==> src/rtl/pipe_ctrl.sv <==
// pipe_ctrl: stall/flush sequencer for the 5-stage pipeline (IF, ID, EX, MEM, WB).
// Generates per-stage write enables and bubble strobes from hazard conditions,
// and sequences a drain of the pipeline when HLT is decoded, then holds it halted.
module pipe_ctrl #(
    parameter int unsigned CNT_W     = 16,
    parameter int unsigned DRAIN_CYC = 3,
    parameter logic [3:0]  HLT_OP    = 4'hF
) (
    input  logic             clk,
    input  logic             rst,
    input  logic [3:0]       id_opcode,
    input  logic [3:0]       id_SrcReg1,
    input  logic [3:0]       id_SrcReg2,
    input  logic             id_uses_src2,
    input  logic             branch_taken,
    input  logic             ex_Data_Mem_en,
    input  logic             ex_Data_Mem_wr,
    input  logic             ex_WriteReg,
    input  logic [3:0]       ex_DstReg,
    input  logic             mem_access,
    input  logic             imem_ready,
    input  logic             dmem_ready,
    output logic             pc_en,
    output logic             ifid_en,
    output logic             ifid_flush,
    output logic             idex_en,
    output logic             idex_flush,
    output logic             exmem_en,
    output logic             memwb_en,
    output logic             halted,
    output logic [CNT_W-1:0] stall_cnt
);

    localparam int unsigned     DCW        = (DRAIN_CYC > 1) ? $clog2(DRAIN_CYC) : 1;
    localparam logic [DCW-1:0]  DRAIN_INIT = DCW'(DRAIN_CYC - 1);

    typedef enum logic [1:0] {RUN, DRAIN, HALT} state_t;

    state_t         state, state_next;
    logic [DCW-1:0] drain_cnt, drain_next;

    logic dstall, istall, luse, hlt_id;

    // Hazard conditions; a load in EX with a matching live source in ID is a load-use
    always_comb begin
        dstall = mem_access & ~dmem_ready;
        istall = ~imem_ready;
        luse   = ex_Data_Mem_en & ~ex_Data_Mem_wr & ex_WriteReg & (ex_DstReg != 4'd0) &
                 ((ex_DstReg == id_SrcReg1) | (id_uses_src2 & (ex_DstReg == id_SrcReg2)));
        hlt_id = (id_opcode == HLT_OP);
    end

    // State and drain counter registers
    always_ff @(posedge clk or negedge rst) begin
        if (!rst) begin
            state     <= RUN;
            drain_cnt <= '0;
        end else begin
            state     <= state_next;
            drain_cnt <= drain_next;
        end
    end

    // Next state: HLT in ID starts the drain; drain counts only unfrozen cycles
    always_comb begin
        state_next = state;
        drain_next = drain_cnt;
        unique case (state)
            RUN: begin
                if (!dstall && !luse && hlt_id) begin
                    state_next = DRAIN;
                    drain_next = DRAIN_INIT;
                end
            end
            DRAIN: begin
                if (!dstall) begin
                    if (drain_cnt == '0) state_next = HALT;
                    else                 drain_next = drain_cnt - DCW'(1);
                end
            end
            HALT: ;
            default: state_next = RUN;
        endcase
    end

    // Stage enables and flushes, prioritised dstall > luse > HLT > istall/branch
    always_comb begin
        pc_en      = 1'b1;
        ifid_en    = 1'b1;
        ifid_flush = 1'b0;
        idex_en    = 1'b1;
        idex_flush = 1'b0;
        exmem_en   = 1'b1;
        memwb_en   = 1'b1;
        unique case (state)
            RUN: begin
                if (dstall) begin
                    pc_en    = 1'b0;
                    ifid_en  = 1'b0;
                    idex_en  = 1'b0;
                    exmem_en = 1'b0;
                    memwb_en = 1'b0;
                end else if (luse) begin
                    pc_en      = 1'b0;
                    ifid_en    = 1'b0;
                    idex_flush = 1'b1;
                end else if (hlt_id) begin
                    // HLT itself moves on into ID/EX; nothing behind it is fetched
                    pc_en      = 1'b0;
                    ifid_flush = 1'b1;
                end else if (branch_taken) begin
                    // Redirect is accepted even while the fetch is not ready
                    ifid_flush = 1'b1;
                end else if (istall) begin
                    pc_en      = 1'b0;
                    ifid_flush = 1'b1;
                end
            end
            DRAIN: begin
                if (dstall) begin
                    pc_en    = 1'b0;
                    ifid_en  = 1'b0;
                    idex_en  = 1'b0;
                    exmem_en = 1'b0;
                    memwb_en = 1'b0;
                end else begin
                    pc_en      = 1'b0;
                    ifid_flush = 1'b1;
                    idex_flush = 1'b1;
                end
            end
            default: begin
                pc_en    = 1'b0;
                ifid_en  = 1'b0;
                idex_en  = 1'b0;
                exmem_en = 1'b0;
                memwb_en = 1'b0;
            end
        endcase
    end

    // Halted flag is registered and follows the HALT state
    always_ff @(posedge clk or negedge rst) begin
        if (!rst) halted <= 1'b0;
        else      halted <= (state_next == HALT);
    end

    // Saturating count of RUN cycles in which fetch was frozen
    always_ff @(posedge clk or negedge rst) begin
        if (!rst) begin
            stall_cnt <= '0;
        end else if ((state == RUN) && !pc_en && (stall_cnt != '1)) begin
            stall_cnt <= stall_cnt + CNT_W'(1);
        end
    end

endmodule

==> config.mk <==
export PLATFORM = sky130hd
export DESIGN_NAME = pipe_ctrl
export DESIGN_NICKNAME = d
export VERILOG_FILES = /design/src/rtl/pipe_ctrl.sv
export SDC_FILE = /design/constraint.sdc
export NUM_CORES = 1
export LEC_CHECK = 0
export CORE_UTILIZATION = 43
export DETAILED_ROUTE_END_ITERATION = 6
export HOLD_SLACK_MARGIN = 0.1
export PLACE_DENSITY_LB_ADDON = 0.3
export SYNTH_ARGS = -nofsm -noshare
export SYNTH_HDL_FRONTEND = slang
export SYNTH_SLANG_ARGS = --single-unit
==> constraint.sdc <==
create_clock -name clk -period 2.4 [get_ports clk]
set_clock_uncertainty 0.15 [all_clocks]
set_input_delay 0.24 -clock clk [delete_from_list [all_inputs] [get_ports clk]]
set_output_delay 0.24 -clock clk [all_outputs]
set_load 0.02 [all_outputs]
=== Word level (Yosys, flattened, before mapping) ===
Cells that the tools add are included.

* Flip-flop bits (word level): 21
* Word-level logic and storage cells: 66
* Output and inout bits: 24

* Add/sub/neg operators: 2
* Muxes and demuxes: 28
* Reduce and logical (&&, ||, !) cells: 13
* Bitwise gates (word level): 9
* Eq/ne operators: 10

{| class="wikitable"
|+ Operators by type and width
! operator !! count
|-
| $mux 1 || 17
|-
| $add 16x1->16 const B || 1
|-
| $ne 16x16->1 const B || 1
|-
| $mux 2 || 6
|-
| $eq 4x4->1 || 2
|-
| $and 1x1->1 || 6
|-
| $ne 2x2->1 const B || 3
|-
| $pmux 1 s2 || 3
|-
| $pmux 2 s3 || 1
|-
| $eq 2x2->1 const B || 2
|-
| $eq 4x4->1 const B || 1
|-
| $logic_and 1x1->1 || 4
|-
| $logic_not 2->1 || 2
|-
| $pmux 2 s2 || 1
|-
| $reduce_and 4->1 || 1
|-
| $reduce_bool 4->1 || 1
|-
| $logic_not 1->1 || 3
|-
| $eq 2x1->1 const B || 1
|-
| $not 1->1 || 2
|-
| $reduce_bool 2->1 || 1
|-
| $reduce_or 2->1 || 1
|-
| $sub 2x1->2 const B || 1
|-
| $or 1x1->1 || 1
|}

=== Logic depth before layout (Yosys ltp) ===
Gate-level depths: netlist of the first run.

* Depth after elaboration: 11
* Gate-level depth with buffers: 8
* Mapped depth without buffers: 7

=== Worst setup path after synthesis of the first run ===
OpenSTA, ideal clock, no wires.

* Path type: register -> register
* From: register stall_cnt[0]
* To: register stall_cnt[9]
* Cell stages (with the launch flop): 9
* Path slack: 0.297 ns
* Buffers on the path: 1
* Period minus slack after synthesis: 2.103 ns
* Data required time: 2.120 ns
* Setup time: 0.130 ns
* Data arrival time: 1.823 ns
* Cells stage by stage: dfrtp_1 ha_1 nand2_1 or4_1 o21ai_0 a21oi_1 buf_6 nand4_1 xnor2_1

* Cells in the longest elaborated chain, start to end: 2
* Elaborated cells on any way between the ends: 3
* Those cells by class: 1 x add/sub; 1 x eq/ne; 1 x reduce/logical

{| class="wikitable"
|+ RTL lines
! element !! RTL line !! source
|-
| start, declared || 31 || <nowiki>output logic [CNT_W-1:0] stall_cnt</nowiki>
|-
| start signal, assigned || 153 || <nowiki>stall_cnt <= stall_cnt + CNT_W'(1);</nowiki>
|-
| branches (longest 2 deep; another with $add 16x1->16) || - ||
|}

Parallel ways; which one is timed is not known.
A chain may end at the register's enable or synchronous reset.

=== Worst setup path in the final report of the first run ===
* From: input port ex_DstReg[0]
* To: output port ifid_en

* Cells in the longest elaborated chain, start to end: 7
* Elaborated cells on any way between the ends: 10
* Those cells by class: 2 x eq/ne; 3 x mux; 4 x bitwise; 1 x reduce/logical

{| class="wikitable"
|+ RTL lines
! element !! RTL line !! source
|-
| start, declared || 19 || <nowiki>input logic [3:0] ex_DstReg,</nowiki>
|-
| $eq 4x4->1 || 49 || <nowiki>((ex_DstReg == id_SrcReg1) | (id_uses_src2 & (ex_DstReg == id_SrcReg2)));</nowiki>
|-
| $and 1x1->1 || 49 ||
|-
| $or 1x1->1 || 49 ||
|-
| $and 1x1->1 * || 48 || <nowiki>luse = ex_Data_Mem_en & ~ex_Data_Mem_wr & ex_WriteReg & (ex_DstReg != 4'd0) &</nowiki>
|-
| $mux 1 * || 103 || <nowiki>end else if (luse) begin</nowiki>
|-
| $mux 1 * || 97 || <nowiki>if (dstall) begin</nowiki>
|-
| $pmux 1 s2 * || 95 || <nowiki>unique case (state)</nowiki>
|-
| end, declared || 24 || <nowiki>output logic ifid_en,</nowiki>
|}

Every way passes the cells marked *; elsewhere a longest branch is shown, timed or not.

==> results.sh, run 1 <==
export IMPL_routabilityCongestion=0.851
export IMPL_relSlewSlack_pct=58.7
export IMPL_synth_common_cells="dfrtp_1 (21), xnor2_1 (13), nand2_1 (11), nor2_1 (11), xor2_1 (10)"
export IMPL_period_minus_slack_ns=2.35
export IMPL_worstSkewPairLatency_ns=0.31
export IMPL_ys_async_sr_fraction_pct=100
export IMPL_p_int_uw=830
export IMPL_p_seq_share_pct=39.6
export IMPL_synthCells=128
export IMPL_r2r_start="stall_cnt[0]"
export IMPL_place_hpwl_mm=2.27
export IMPL_synth_cell_types=35
export IMPL_cp_depth=7
export IMPL_worstPathArrival_ns=1.96
export IMPL_ys_flop_type="dfrtp_1"
export IMPL_max_vdd_ir_drop_mv=0.599
export IMPL_synth_edf_count=0
export IMPL_route_detailed_drc=0
export IMPL_cts_root_buf="clkbuf_4"
export IMPL_netlist_area_sq_um=1240
export IMPL_avgSynthCellArea_sq_um=9.73
export IMPL_cts_max_level=1
export IMPL_die_h_microns=55.8
export IMPL_rsz0062_at_grt="true"
export IMPL_cts_tree="yes"
export IMPL_worst_slew_pin_slew_ns=0.613
export IMPL_crit_buf_inv=3
export IMPL_diodes=0
export IMPL_p_switching_uw=542
export IMPL_syn_nets=156
export IMPL_reg2reg_depth=8
export IMPL_antenna_left=0
export IMPL_end_kind="output port"
export IMPL_pwr_share_comb_pct=47.9
export IMPL_synth_seq_cells=21
export IMPL_yosys_area_top_type="dfrtp_1"
export IMPL_yosysMostFrequentCell="dfrtp_1"
export IMPL_power_density_nw_per_um2=756
export IMPL_power_leakage_nw=0.762
export IMPL_p_sw_share_pct=39.5
export IMPL_critPathSlowestCell="clkdlybuf4s50_1"
export IMPL_num_rows=19
export IMPL_p_clk_share_pct=12.5
export IMPL_grt_ovfl_total=0
export IMPL_grt_util_all_layers_pct=20.4
export IMPL_finalHoldWorstSlack_ns=0.121
export IMPL_stdcell_count=215
export IMPL_dr_pass1_iters=4
export IMPL_worst_path_dominant_cell_family="buffers and inverters"
export IMPL_worstPathCellList="clkdlybuf4s50_1, buf_4, xor2_1, nor3_1, a22oi_2, o21a_1, dlygate4sd2_1"
export IMPL_hold_viol_final=0
export IMPL_maxCapViolCount=0
export IMPL_ios=50
export IMPL_ys_warn_count=0
export IMPL_drtIter0Drc=31
export IMPL_grt_max_degree=22
export IMPL_dieWidth_microns=55.8
export IMPL_fin_ws_ns=0.0519
export IMPL_layout_drive_gt1_share_pct=13.6
export IMPL_start_kind="input port"
export IMPL_required_ns=2.01
export IMPL_grt_pass1_wl_mm=5.05
export IMPL_cts_sinks=21
export IMPL_rrSetupSlack_ns=0.20
export IMPL_final_nets=213
export IMPL_vias=1145
export IMPL_finalSetupViolations=0
export IMPL_status="complete, no violations"
export IMPL_core_area_sq_um=2760
export IMPL_synth_area_leaders="dfrtp_1 (42%), xnor2_1 (9.1%), xor2_1 (7.0%), nand4_1 (4.0%), nand2_1 (3.3%)"
export IMPL_post_route_period_util_pct=97.8
export IMPL_area_delta_synth_final_pct=45.7
export IMPL_endpoint="ifid_en"
export IMPL_clk_pin_slew_ns=0.12
export IMPL_utilization_pct=65.8
export IMPL_cts_buffers_inserted=3
export IMPL_place_ws_ns=-0.345
export IMPL_timing_fmax_mhz=426
export IMPL_postCtsHoldBufs=0
export IMPL_filler_cell_count=239
export IMPL_reg2reg_to="stall_cnt[0]"
export IMPL_grt_pass1_vias=1157
export IMPL_tns_ns=0
export IMPL_yosysTopAreaCellShare_pct=42.2
export IMPL_cts_buffer_depth=2
export IMPL_slew_viol_final=0
export IMPL_drt_total_wl_mm=2.90
export IMPL_wire_per_inst_microns=13.5
export IMPL_min_path_type="input port to asynchronous set/reset pin"
export IMPL_dieArea_sq_um=3110
export IMPL_initial_utilization_pct=45.1
export IMPL_antenna_found_initial=0
export IMPL_ys_seq_area_share_pct=42.2
export IMPL_path_class="input port to output port"
export IMPL_avgViaCountPerCell=5.33
export IMPL_dp_cells=210
export IMPL_io_buffers=49
export IMPL_cp_max_fo=5
export IMPL_crit_start="ex_DstReg[0]"
export IMPL_cp_slowest_stage_delay_ns=0.47
==> sequential cells by signal, summed over array words and instances, names as in the netlist <==
signal	cells
state	2
stall_cnt	16
halted	1
drain_cnt	2
==> metrics by stage <==
stage                     area, sq um  total power [mW]
final                            1810              1.37
after global routing             1810              1.47
after CTS                        1820              1.39
after detailed placement         1790              1.23
after global placement           1790              1.20
after floorplan                  1240             0.933
==> kinds of logic after synthesis <==
group | Yosys count | share of synthesized area, %
muxes | 3 | 2.71
and+or+nand+nor | 59 | 26.4
xor gates and xnor gates | 23 | 16.2
adders and majority gates | 2 | 2.01
buffers and inverters | 9 | 3.92
DFF | 21 | 42.2
AOI/OAI and AO/OA | 11 | 6.53
==> worst min-delay path by stage <==
stage | start | end | slack (ns)
after global placement | stall_cnt[15] | stall_cnt[15] | 0.35
after CTS | rst | halted | 0.14
after detailed placement | stall_cnt[15] | stall_cnt[15] | 0.35
after global routing | rst | drain_cnt[0] | 0.14
after floorplan | rst | drain_cnt[0] | -0.21
final | rst | halted | 0.12
==> cell usage in the layout, fill, tap and decap left out, types with 6 or more instances in the layout <==
cell,count
clkdlybuf4s50_1,44
dfrtp_1,21
xnor2_1,13
nor2_1,11
nand2_1,11
xor2_1,10
nand4_1,8
buf_4,8
nand3_1,6
==> routing by layer <==
layer  up-vias  share of wire (%)  track usage, %
met4         0                1.4            7.50
met2        37                 53            36.3
li1        560                  -               -
met5         -                  0               0
met1       542                 42            25.0
met3         6                4.0            2.79
==> worst reg2reg max path: stages (launching register included) <==
cell and delay (ns):
dfrtp_1 0.45, ha_1 0.22, nand2_1 0.10, or4_1 0.50
o21ai_0 0.17, a21oi_1 0.06, buf_4 0.17, buf_4 0.14
xor2_1 0.13
==> cell type report <==
type	count	area, sq um	share of cell area, %
clock buffers	3	22.5	1.24
multi-input cells	98	671	37.0
inverters	4	15.0	0.828
well taps	31	38.8	2.14
flip-flops and latches	21	526	29.0
repair buffers	57	537	29.6
clock inverters	1	5.00	0.276
==> timing repair <==
item / in CTS / in global routing
pin swaps: 0 / 2
gates resized for setup: 10 / 6
buffers inserted: 0 / 1
setup endpoints to repair: 4 / 4
==> power groups by stage <==
| stage | Sequential, mW | Clock (mW) | Combinational, mW |
|---|---|---|---|
| 6_report | 0.543 | 0.171 | 0.658 |
| 4_1_cts | 0.543 | 0.173 | 0.675 |
| 3_5_place_dp | 0.548 | 0 | 0.682 |
| 3_3_place_gp | 0.544 | 0 | 0.657 |
| 2_1_floorplan | 0.582 | 0 | 0.350 |
| 5_1_grt | 0.559 | 0.187 | 0.727 |
Power figures use the tool's default switching activity.
==> run 2: changes to the inputs <==
- CTS_CLUSTER_SIZE: unset -> 8
==> results of run 2 <==
Same layout as run 1: the final DEF is identical, and so are final timing and power.
==> run 3: changes to the inputs <==
- CELL_PAD_IN_SITES_DETAIL_PLACEMENT: unset -> 0
- CELL_PAD_IN_SITES_GLOBAL_PLACEMENT: unset -> 1
- CORE_UTILIZATION: 43 -> 31
- SLEW_MARGIN: unset -> 20
==> results.sh, run 3 (synthesized netlist as in run 1, its figures left out) <==
export IMPL_placed_area_sq_um=1820
export IMPL_layout_drive_gt1_share_pct=15.2
export IMPL_cp_max_fo=4
export IMPL_required_ns=2.01
export IMPL_rsz0062_at_grt="false"
export IMPL_cts_buffers_inserted=3
export IMPL_dr_pass1_iters=4
export IMPL_cts_tree="yes"
export IMPL_die_h_microns=65.4
export IMPL_routabilityCongestion=0.707
export IMPL_postCtsHoldBufs=0
export IMPL_grt_ovfl_total=0
export IMPL_initial_utilization_pct=33.3
export IMPL_clk_pin_slew_ns=0.08
export IMPL_grt_pass1_vias=1103
export IMPL_power_leakage_nw=0.781
export IMPL_relSlewSlack_pct=55.8
export IMPL_dieWidth_microns=65.4
export IMPL_num_rows=22
export IMPL_maxCapViolCount=0
export IMPL_dp_cells=228
export IMPL_min_path_type="input port to asynchronous set/reset pin"
export IMPL_antenna_found_initial=0
export IMPL_avgViaCountPerCell=4.78
export IMPL_finalHoldWorstSlack_ns=0.173
export IMPL_place_hpwl_mm=2.34
export IMPL_end_kind="output port"
export IMPL_power_mw=1.45
export IMPL_antenna_left=0
export IMPL_area_delta_synth_final_pct=50.2
export IMPL_route_detailed_drc=0
export IMPL_worstSkewPairLatency_ns=0.26
export IMPL_power_density_nw_per_um2=774
export IMPL_largestRegisters="stall_cnt: 16 flops, drain_cnt: 2 flops, state: 2 flops"
export IMPL_start_kind="input port"
export IMPL_slew_viol_final=0
export IMPL_regMostFlops="stall_cnt"
export IMPL_timing_fmax_mhz=430
export IMPL_drtIter0Drc=33
export IMPL_cts_sinks=21
export IMPL_utilization_pct=49.9
export IMPL_status="complete, no violations"
export IMPL_drt_total_wl_mm=2.99
export IMPL_layout_commonest_cell="clkdlybuf4s50_1"
export IMPL_worstPathArrival_ns=1.94
export IMPL_grt_pass1_wl_mm=5.00
export IMPL_grt_max_degree=22
export IMPL_diodes=0
export IMPL_post_route_period_util_pct=96.9
export IMPL_cts_root_buf="clkbuf_8"
export IMPL_tns_ns=0
export IMPL_post_cts_buffers=0
export IMPL_io_buffers=49
export IMPL_fin_ws_ns=0.0746
export IMPL_final_area_sq_um=1870
export IMPL_wire_per_inst_microns=12.9
export IMPL_dieArea_sq_um=4270
export IMPL_stdcell_count=232
export IMPL_place_ws_ns=-0.342
export IMPL_final_nets=213
export IMPL_finalSetupViolations=0
export IMPL_max_vdd_ir_drop_mv=0.484
export IMPL_hold_viol_final=0
export IMPL_most_common_layout_cells="clkdlybuf4s50_1 (43), dfrtp_1 (20), xnor2_1 (13), nor2_1 (11), nand2_1 (11)"
export IMPL_vias=1108
export IMPL_cts_max_level=1
export IMPL_period_minus_slack_ns=2.33
export IMPL_worst_slew_pin_slew_ns=0.657
export IMPL_ios=50
export IMPL_core_area_sq_um=3740
export IMPL_largest_reg_flops=16
export IMPL_cts_buffer_depth=2
export IMPL_path_class="input port to output port"
export IMPL_grt_util_all_layers_pct=14.9
==> run 3: critical path, cell delays in order <==
cell and delay, ns:
clkdlybuf4s50_1 0.50, buf_4 0.18, xor2_1 0.15, nor3_1 0.26, a22oi_2 0.14, buf_4 0.17, o21a_1 0.16, clkbuf_2 0.15
==> run 3: worst paths after layout <==
check	slack, ns	cells past startpoint	to	startpoint
worst min-delay path	0.17	2	drain_cnt[1]	rst
worst max-delay path	0.07	8	ifid_en	ex_DstReg[0]
worst max register to register	0.15	8	stall_cnt[0]	stall_cnt[1]
max in group asynchronous	1.69	2	stall_cnt[0]	rst
min in group clk	0.35	1	stall_cnt[15]	stall_cnt[15]
worst min register to register	0.35	1	stall_cnt[15]	stall_cnt[15]
==> run 3: area by class of cell <==
| class | count | area [sq um] |
|---|---|---|
| sequential | 21 | 527 |
| clock inverter | 1 | 5.00 |
| inverter | 4 | 15.0 |
| tap | 48 | 60.1 |
| multi-input combinational | 98 | 686 |
| clock buffer | 3 | 41.3 |
| timing repair buffer | 57 | 536 |
| fill | 378 | 1870 |
==> run 3: power breakdown <==
group / switching (mW) / total, mW / internal (mW) / leakage [nW]
Sequential: 0.108 / 0.547 / 0.439 / 0.270
Combinational: 0.333 / 0.664 / 0.331 / 0.485
Clock: 0.119 / 0.235 / 0.116 / 0.0255
Total: 0.560 / 1.45 / 0.886 / 0.781
==> run 3: layer usage <==
layer	wire length, microns	vias to the layer above	GRT usage [%]	part of all wire [%]
met4	12	0	1.63	0.40
li1	-	557	-	-
met2	1490	16	26.7	50
met5	0	-	0	0
met3	91	2	3.13	3.0
met1	1390	533	18.9	46
==> run 3: timing repair <==
action                     CTS  global route
pin swaps                    0             2
resized for setup            8            14
setup endpoints to repair    4             5
